===== src/rtl/fnd_scan_ctrl.sv =====
`default_nettype none
// ============================================================================
//  Module   : fnd_scan_ctrl
//  Function : 4-digit multiplexed 7-segment scan driver for a stopwatch.
//             It shows sec:msec or hour:min from a per-frame snapshot.
//  Revision : 1.0  initial release
// ============================================================================
module fnd_scan_ctrl #(
    parameter int SCAN_DIV = 100_000
) (
    input  logic       clk,
    input  logic       rst,
    input  logic       disp_mode,
    input  logic [6:0] msec,
    input  logic [5:0] sec,
    input  logic [5:0] min,
    input  logic [4:0] hour,
    output logic [3:0] fnd_com,
    output logic [7:0] fnd_data
);

    localparam int                 c_CNT_W    = $clog2(SCAN_DIV);
    localparam logic [c_CNT_W-1:0] c_TICK_MAX = c_CNT_W'(SCAN_DIV - 1);

    logic [c_CNT_W-1:0] r_tick_cnt;
    logic [1:0]         r_digit;
    logic               r_snap_mode;
    logic [6:0]         r_snap_msec;
    logic [5:0]         r_snap_sec;
    logic [5:0]         r_snap_min;
    logic [4:0]         r_snap_hour;

    logic               w_tick;
    logic               w_frame_end;
    logic [6:0]         w_hi_val;
    logic [6:0]         w_lo_val;
    logic [3:0]         w_digit_val;
    logic               w_dp_n;

    function automatic logic [3:0] ones_of(input logic [6:0] v);
        return 4'(v % 7'd10);
    endfunction

    function automatic logic [3:0] tens_of(input logic [6:0] v);
        return 4'((v / 7'd10) % 7'd10);
    endfunction

    // Segment pattern g..a, active low
    function automatic logic [6:0] seg_code(input logic [3:0] d);
        logic [6:0] s;
        case (d)
            4'd0:    s = 7'h40;
            4'd1:    s = 7'h79;
            4'd2:    s = 7'h24;
            4'd3:    s = 7'h30;
            4'd4:    s = 7'h19;
            4'd5:    s = 7'h12;
            4'd6:    s = 7'h02;
            4'd7:    s = 7'h78;
            4'd8:    s = 7'h00;
            4'd9:    s = 7'h10;
            default: s = 7'h7F;
        endcase
        return s;
    endfunction

    assign w_tick      = (r_tick_cnt == c_TICK_MAX);
    assign w_frame_end = w_tick && (r_digit == 2'd3);

    always_ff @(posedge clk) begin
        if (rst) begin
            r_tick_cnt <= '0;
            r_digit    <= 2'd0;
        end else begin
            r_tick_cnt <= w_tick ? '0 : r_tick_cnt + c_CNT_W'(1);
            if (w_tick) begin
                r_digit <= r_digit + 2'd1;
            end
        end
    end

    // Inputs are captured once per frame so a frame never mixes old and new values
    always_ff @(posedge clk) begin
        if (rst) begin
            r_snap_mode <= 1'b0;
            r_snap_msec <= '0;
            r_snap_sec  <= '0;
            r_snap_min  <= '0;
            r_snap_hour <= '0;
        end else if (w_frame_end) begin
            r_snap_mode <= disp_mode;
            r_snap_msec <= msec;
            r_snap_sec  <= sec;
            r_snap_min  <= min;
            r_snap_hour <= hour;
        end
    end

    always_comb begin
        w_hi_val    = r_snap_mode ? {2'b00, r_snap_hour} : {1'b0, r_snap_sec};
        w_lo_val    = r_snap_mode ? {1'b0, r_snap_min}   : r_snap_msec;
        w_digit_val = 4'd0;
        case (r_digit)
            2'd0:    w_digit_val = ones_of(w_lo_val);
            2'd1:    w_digit_val = tens_of(w_lo_val);
            2'd2:    w_digit_val = ones_of(w_hi_val);
            default: w_digit_val = tens_of(w_hi_val);
        endcase
        w_dp_n = !((r_digit == 2'd2) && (r_snap_msec < 7'd50));
    end

    always_ff @(posedge clk) begin
        if (rst) begin
            fnd_com  <= 4'b1111;
            fnd_data <= 8'hFF;
        end else begin
            fnd_com  <= ~(4'b0001 << r_digit);
            fnd_data <= {w_dp_n, seg_code(w_digit_val)};
        end
    end

endmodule
`default_nettype wire


===== config.mk =====
export PLATFORM = sky130hd
export DESIGN_NAME = fnd_scan_ctrl
export DESIGN_NICKNAME = d
export VERILOG_FILES = /design/src/rtl/fnd_scan_ctrl.sv
export SDC_FILE = /design/constraint.sdc
export NUM_CORES = 1
export LEC_CHECK = 0
export CORE_ASPECT_RATIO = 1.4
export CORE_UTILIZATION = 55
export DETAILED_ROUTE_END_ITERATION = 8
export HOLD_SLACK_MARGIN = 0.08
export PLACE_DENSITY = 0.86
export SYNTH_ARGS = -nofsm -noshare
export SYNTH_HDL_FRONTEND = slang
export SYNTH_SLANG_ARGS = --single-unit

===== constraint.sdc =====
create_clock -name clk -period 10.3 [get_ports clk]
set_input_delay 3.09 -clock clk [delete_from_list [all_inputs] [get_ports clk]]
set_output_delay 3.09 -clock clk [all_outputs]
set_load 0.05 [all_outputs]

Word-level counts from Yosys, hierarchy flattened

Memories as Yosys holds them, arrays and structs flattened. A register that Yosys moved wholly into a read port is not among the register bits.
Index checks and enable logic that the tools add are counted.

Add/sub/neg operators: 2
Divide/modulo/power cells: 6
Order comparisons: 1
Equality and inequality tests: 4
Shift-type cells: 1
Mux-type cells: 3
Bitwise logic cells: 1
Reduce and logical (&&, ||, !) cells: 5

Operators by type and width:

| cell                  | number |
|---|---|
| $mod 7x4->7 const B   | 4 |
| $add 17x1->17 const B | 1 |
| $eq 17x17->1 const B  | 1 |
| $div 7x4->7 const B   | 2 |
| $pmux 4 s3            | 1 |
| $lt 7x6->1 const B    | 1 |
| $mux 7                | 1 |
| $mux 6                | 1 |
| $eq 2x2->1 const B    | 2 |
| $not 4->4             | 1 |
| $shl 1x2->4 const A   | 1 |
| $add 2x1->2 const B   | 1 |
| $eq 2x1->1 const B    | 1 |
| $logic_and 1x1->1     | 2 |
| $logic_not 2->1       | 1 |
| $reduce_or 2->1       | 1 |
| $logic_not 1->1       | 1 |

Register bits: 56
Bits in read-only memories: 112
Input bits: 27
Output and inout port bits: 12
Word-level logic and storage cells: 33
Memories: 1

Memories:

| memory          | depth | bits a word | read ports | clocked after Yosys merged registers in | write ports | line | source |
|---|---|---|---|---|---|---|---|
| (no name shown) | 16    | 7           | 1          | 1                                       | 0           | 51   | `case (d)` |

Logic depth before layout (Yosys ltp)

Depth in word-level cells: 4
Depth in mapped cells: 26
Depth with buffers taken out: 22

Worst setup path after synthesis

Ideal clock, no wire load.

Path type: reg2reg
From: reg r_digit[0]
To: reg fnd_data[5]
Setup time: 74 ps
Arrival time: 5346 ps
Data required time: 10226 ps
Setup slack: 4880 ps
Stages on the path, launching flop included: 24
Path buffers: 3
Period minus slack after synthesis: 5420 ps
Cell sequence: dfxtp_1 > ha_1 > buf_6 > clkbuf_1 > mux4_2 > o21ai_0 > ha_1 > mux2_2 > o22ai_1 > o221ai_2 > xnor2_1 > a31oi_4 > ha_1 > buf_1 > nor4_1 > nor3_1 > a32oi_1 > o211ai_1 > o31ai_4 > xnor2_1 > inv_1 > ha_1 > or3_1 > o211ai_2

RTL lines:

| element                  | line | source |
|---|---|---|
| start: declaration       | 26   | `logic [1:0] r_digit;` |
| start signal: assignment | 77   | `r_digit <= r_digit + 2'd1;` |
| end: declaration         | 19   | `output logic [7:0] fnd_data` |

==> impl_metrics.yaml <==
global_route:
  first_global_vias: 2830
  grt_first_pass_wirelength_mm: 12.33
  antenna_found_initial: 0
  grt_max_degree: 34
  gr-total-overflow: 0
  grt_usage_pct: 24.75
clocking:
  hold_buffers: 0
  cts_tree: "built"
  cts_root_buf: "clkbuf_8"
  cts.path.max_buffers: 2
  cts_buffers: 5
  htree_num_levels: 2
  cts_resized: 0
  clk_pin_slew_ns: 0.11
  cts_setup_buffers: 0
  clock_latency_ns: 0.32
  clkSinkCount: 56
timing:
  relSlewSlack_pct: 33.09
  maxSlewViolCount: 0
  layout_min_cycle_time_ns: 6.003
  timing.final.hold_violations: 0
  clock_skew_ns: 0.01013
  period_share_pct: 58.28
  rsz0062_at_grt: "false"
  setup_tns_ns: 0
  setup_viol: 0
  finalHoldWorstSlack_ns: 0.4748
  worst_pin_slew_ns: 0.9906
  fmax_ghz: 0.1666
routing:
  drtIter0Drc: 126
  via_per_inst: 5.916
  drcViolationCount: 0
  drt_wl_total_mm: 7.323
  vias: 2952
  wire_per_inst_um: 14.68
  first_pass_iters: 5
  antenna_left: 0
placed_design:
  io_buffers: 38
  gp_congestion: 0.9074
  dp_hpwl_mm: 5.428
yosys:
  synthArstFlopShare_pct: 0
  synth_seq_area_share_pct: 33.28
  synth_fp_nets: 445
  syn_area_um2: 3368
  syn_avg_cell_area_um2: 8.296
  synthDistinctLibCells: 66
  synth_seq_cells: 56
  yosys.area_share.simple_pct: 23.03
  synth_edf_count: 0
  synth_compound_area_share_pct: 18.46
  synth_fa_ha_area_share_pct: 4.755
  synthMuxAreaShare_pct: 10.29
  synth_xor_area_share_pct: 5.981
  ys.warnings.count: 0
  synth_ff_type: "dfxtp_1"
  netlist_instances: 406
  synth_top_family_by_area: "simple AND/OR/NAND/NOR gates"
flow_run:
  drv_cap: 0
critical_path:
  cp-start-kind: "flop"
  ff2ff_setup_slack_ns: 4.30
  critPathMaxStageDelay_ns: 0.62
  crit_arrival_ns: 6.25
  reg2regPathDepth: 21
  rr_endpoint: "fnd_data[5]"
  criticalPathCategory: "reg2reg"
  critPathCaptureType: "flop"
  required_ns: 10.55
  path_max_fanout: 15
  r2r-start: "r_digit[1]"
  crit_chain: "inv_1, ha_1, mux4_2, o21ai_0, ha_1, mux2_2, o22ai_1, o221ai_2, xnor2_1, a31oi_4, ha_1, nor4_1, nor3_1, a32oi_1, o211ai_1, o31ai_4, xnor2_1, inv_1, ha_1, or3_1, o211ai_2"
  cp_common_cell: "ha_1"
  crit_slowest_cell: "mux4_2"
floorplan:
  die_x_um: 68.14
  io_pins: 39
  die_h_um: 94.60
  std_cell_rows: 33
  die_area_um2: 6446
  core_area_um2: 5863
  start_util_pct: 57.45
hold_path:
  hp-start: "r_tick_cnt[0]"
  hold_depth: 1
  whs_endpoint: "r_tick_cnt[0]"
  holdCritPathClass: "reg2reg"
layout:
  drive_above_1_share_pct: 9.790
  final_cell_mix: "nand2_1 (79), dfxtp_1 (56), clkdlybuf4s50_1 (38)"
  diodes: 0
  fin_util_pct: 65.88
  final_common_cell: "nand2_1"
  syn_to_final_growth_pct: 14.67
  nNetsFinal: 467
pwr:
  power.density_nw_per_um2: 101.8
  irDropWorstVdd_v: 0.00008182
  power.leakage_uw: 0.001365
run_status:
  outcome: "finished clean"
## kinds of logic after synthesis
group | count (synthesis)
AND/OR/NAND/NOR | 168
AO/OA/AOI/OAI | 86
flip-flops | 56
buffers and inverters | 35
multiplexers | 25
XOR/XNOR | 23
adder cells (fa/ha/maj) | 13
## synth_stat cells, types with 2 or more instances
library cell  number  area share (%)
mux4_2             5             3.3
buf_2              2            0.30
nand4bb_1          2            0.67
a22o_1             2            0.52
a21bo_2            3            0.89
xor2_1            14             3.6
nand2_1           79             8.8
or3_1              3            0.56
a211oi_1           4            0.89
and2_1             2            0.37
xnor2_1            9             2.3
a21boi_0           3            0.67
a21o_1             3            0.67
dfxtp_1           56              33
mux2i_1            7             2.1
nand4_1            7             1.3
and3_1             4            0.74
inv_1              9             1.0
a21oi_1           34             5.1
a22oi_1            4            0.89
o211ai_1           3            0.67
o21ai_0            9             1.3
a31oi_1            2            0.37
clkbuf_1          21             2.3
mux2_2            11             3.7
nor3_1             6            0.89
nor2_1            31             3.5
nor2b_1            4            0.74
ha_1              12             4.5
or2_2              2            0.37
nand3_1           18             2.7
## cell type report
class,instances,area [um2]
Clock inverter,3,46.29
Fill cell,484,2001
Sequential cell,56,1121
Inverter,10,37.54
Timing Repair Buffer,40,395.4
Tap cell,70,87.58
Clock buffer,5,68.82
Multi-Input combinational cell,315,2106
## per-layer routing
| layer | up-vias | routed length [um] | global-route usage, % |
|---|---|---|---|
| met5 | - | 0 | 0 |
| met4 | 0 | 170 | 9.549 |
| met3 | 11 | 228 | 3.382 |
| met2 | 67 | 3748 | 43.22 |
| met1 | 1392 | 3177 | 29.71 |
| li1 | 1482 | - | - |
## power breakdown
group,switching (uW),internal [uW]
sequential,1.32,219
clock,74.5,73.8
combinational,11.8,12.9
## metrics by stage
step / setup WS [ns] / area [um2] / power [uW] / std cells
final: 4.297 / 3862 / 393.2 / 499
after global routing: 3.714 / 3862 / 404.2 / 499
after CTS: 4.346 / 3862 / 394.7 / 499
after detailed placement: 4.371 / 3747 / 249.9 / 491
after global placement: 4.659 / 3747 / 249.3 / 491
after floorplan: 4.880 / 3368 / 235.5 / 406
## flip-flops by register name (all words and copies together) (netlist names)
register	cells
fnd_com	4
fnd_data	8
r_digit	2
r_snap_hour	5
r_snap_min	6
r_snap_mode	1
r_snap_msec	7
r_snap_sec	6
r_tick_cnt	17
## worst max path at each step
stage,start,to,slack (ns),cells past startpoint
6_report,r_digit[1],fnd_data[5],4.30,21
3_3_place_gp,r_digit[0],fnd_data[5],4.66,20
5_1_grt,r_digit[1],fnd_data[6],3.71,22
4_1_cts,r_digit[1],fnd_data[5],4.35,21
2_1_floorplan,r_digit[0],fnd_data[5],4.88,23
3_5_place_dp,r_digit[1],fnd_data[5],4.37,21
## worst max-delay path: cells and delay by family, from the launching register on
kind / cells / cell delay, ns
buffers and inverters: 2 / 0.21
XOR/XNOR: 2 / 0.47
multiplexers: 2 / 0.78
adder cells (fa/ha/maj): 4 / 1.43
flip-flops: 1 / 0.35
AO/OA/AOI/OAI: 8 / 1.92
AND/OR/NAND/NOR: 3 / 0.75
(Power assumes the default switching activity.)
==> RTL edit: new RTL, same flow settings <==
Put one more register stage on the output `fnd_data`, without a reset. The value now appears one clock later. The other outputs are not delayed to match.
--- a/src/rtl/fnd_scan_ctrl.sv
+++ b/src/rtl/fnd_scan_ctrl.sv
@@ -21,6 +21,8 @@
 
     localparam int                 c_CNT_W    = $clog2(SCAN_DIV);
     localparam logic [c_CNT_W-1:0] c_TICK_MAX = c_CNT_W'(SCAN_DIV - 1);
+
+    logic [7:0] fnd_data_s0;
 
     logic [c_CNT_W-1:0] r_tick_cnt;
     logic [1:0]         r_digit;
@@ -112,11 +114,15 @@
     always_ff @(posedge clk) begin
         if (rst) begin
             fnd_com  <= 4'b1111;
-            fnd_data <= 8'hFF;
+            fnd_data_s0 <= 8'hFF;
         end else begin
             fnd_com  <= ~(4'b0001 << r_digit);
-            fnd_data <= {w_dp_n, seg_code(w_digit_val)};
+            fnd_data_s0 <= {w_dp_n, seg_code(w_digit_val)};
         end
+    end
+
+    always_ff @(posedge clk) begin
+        fnd_data <= fnd_data_s0;
     end
 
 endmodule
Function: changed (a bounded check fails within 4 cycles, from zero or initial values and one cycle with rst high).
==> RTL edit against the original RTL <==
Cell count up 2.0%; cell area up 4.8%; area after synthesis rose by 3.2%; power rose by 20%; highest routed layer unchanged; global-route usage fell by 0.93 points; via count grew 0.30%; die area is 3.1% higher; setup slack gained 0.22 ns; first-iteration DRC count up 30%; sequential cell count is 8 higher; wire length increased by 0.23%.
==> RTL edit: results (changes against the original RTL) <==
Final layout
  – Inserted Diodes: 0 (unchanged)
  – Largest regs: r_tick_cnt: 17 flops, fnd_data: 8 flops, fnd_data_s0: 8 flops
  – Layout cells sized above 1: 0.0957 (-0.00223)
  – Total Nets Final: 473 (+1.3%)

Timing
  – Worst Tran Pin Value: 0.887 ns (-0.103 ns)
  – Clock skew: 0.0161 ns (+0.00598 ns)

Global route
  – Vias in the first global route: 2,884 (+1.9%)
  – Largest net degree at the start of global routing: 41 (+21%)
  – Total GRT Usage: 0.238 (-0.00927)
  – Global-route wire length before repair: 12.5 mm (+1.7%)

Pwr
  – Sw frac: 0.239 (+0.0161)
  – Leakage: 1.46 nW (+7.0%)
  – Peak VDD IR: 0.110 mV (+34%)

CTS
  – H-tree Lvls: 3 (+1)
  – Worst-Skew Late Latency: 0.35 ns (+0.03 ns)
  – CTS clock-pin slew for the worst setup and hold paths: 0.08 ns (-0.03 ns)
  – Post-CTS sizing: 0 (unchanged)
  – Num CTS Buffers: 9 (+4)

Critical path
  – WP data arrival: 6.03 ns (-0.22 ns)
  – CP Max Fanout: 12 (-3)

Routing
  – Via count: 2,961 (+0.30%)
  – Initial DRC count: 164 (+30%)
  – Routed WL: 7.34 mm (+0.23%)

Placed design
  – Pre-CTS WS: 4.62 ns (+0.246 ns)
  – Post-DP HPWL: 5.30 mm (-2.3%)
  – Placed Area: 3860 sq um (+3.1%)
  – Final RePlAce weighted congestion: 0.864 (-4.8%)

Logic synthesis
  – Synth top cells by count: nand2_1, dfxtp_1, nor2_1, a21oi_1
  – Netlist cell types: 69 (+4.5%)
  – Top post-synthesis cells by area: dfxtp_1, nand2_1, a21oi_1
  – Post-Synth Adder-Cell Area: 0.0432 (-0.00435)
  – Post-Synth XOR/XNOR Area: 0.0479 (-0.0119)
  – Sequential-to-total area share from yosys stat: 0.369 (+0.0358)
  – Compound-cell area share of the yosys netlist: 0.161 (-0.0241)
  – Synth Net Count: 443 (-0.45%)
  – Multiplexer share of the synthesized area: 0.0990 (-0.00391)

Run status
  – Outcome: finished, final reports clean
[RTL edit: kinds of logic (layout without fill, tap and decap cells)]
| family | count (synthesis) | in the layout |
|---|---|---|
| adder cells (fa/ha/maj) | 12 | 12 |
| flip-flops | 64 | 64 |
| AND/OR/NAND/NOR | 169 | 169 |
| buffers and inverters | 35 | 70 |
| AO/OA/AOI/OAI | 79 | 79 |
| multiplexers | 26 | 26 |
| XOR/XNOR | 19 | 19 |
[RTL edit: power by group through the flow]
stage	registers (mW)	logic (mW)	clock network, mW
6_report	0.253	0.0248	0.193
5_1_grt	0.253	0.0265	0.210
4_1_cts	0.253	0.0250	0.201
3_5_place_dp	0.258	0.0248	0
3_3_place_gp	0.258	0.0247	0
2_1_floorplan	0.263	0.00581	0
[RTL edit: stage by stage]
step           hold WS, ns  std cells
3_3_place_gp         0.310        493
4_1_cts              0.324        509
5_1_grt              0.330        509
6_report             0.324        509
3_5_place_dp         0.313        493
2_1_floorplan        0.310        404
[RTL edit: final cells by class]
cell class / count / area [sq um] / share of cell area
Multi-Input combinational cell: 305 / 2050 / 0.507
Sequential cell: 64 / 1280 / 0.317
Timing Repair Buffer: 39 / 388 / 0.0959
Clock buffer: 10 / 138 / 0.0340
Tap cell: 70 / 87.6 / 0.0216
Inverter: 15 / 56.3 / 0.0139
Clock inverter: 6 / 45.0 / 0.0111
[RTL edit: final timing paths]
kind | start | end | slack (ns) | depth (start not counted)
setup reg to reg | r_digit[0] | fnd_data_s0[6] | 4.51 | 20
hold / removal | fnd_data_s0[2] | fnd_data[2] | 0.32 | 0
setup / recovery | r_digit[0] | fnd_data_s0[6] | 4.51 | 20
hold reg to reg | fnd_data_s0[2] | fnd_data[2] | 0.32 | 0
[RTL edit: critical path, stage by stage (launching register included)]
cell and delay (ns):
dfxtp_1 0.40, ha_1 0.50, mux4_1 0.75, o21ai_0 0.42, ha_1 0.32, a22oi_1 0.09, o21ai_1 0.38, a221oi_2 0.27
mux2_2 0.29, o22ai_1 0.11, nor2_1 0.18, ha_1 0.25, o21a_1 0.15, o221ai_1 0.18, a311oi_4 0.45, xnor2_1 0.18
ha_1 0.24, mux2i_1 0.14, mux2i_1 0.10, o221ai_1 0.21, nand2b_1 0.07
[RTL edit: per-layer routing]
metal	GRT usage	part of all wire	vias to the layer above
li1	-	-	1473
met1	0.262	0.41	1385
met2	0.422	0.52	84
met3	0.0482	0.042	19
met4	0.150	0.026	0
met5	0	0	-
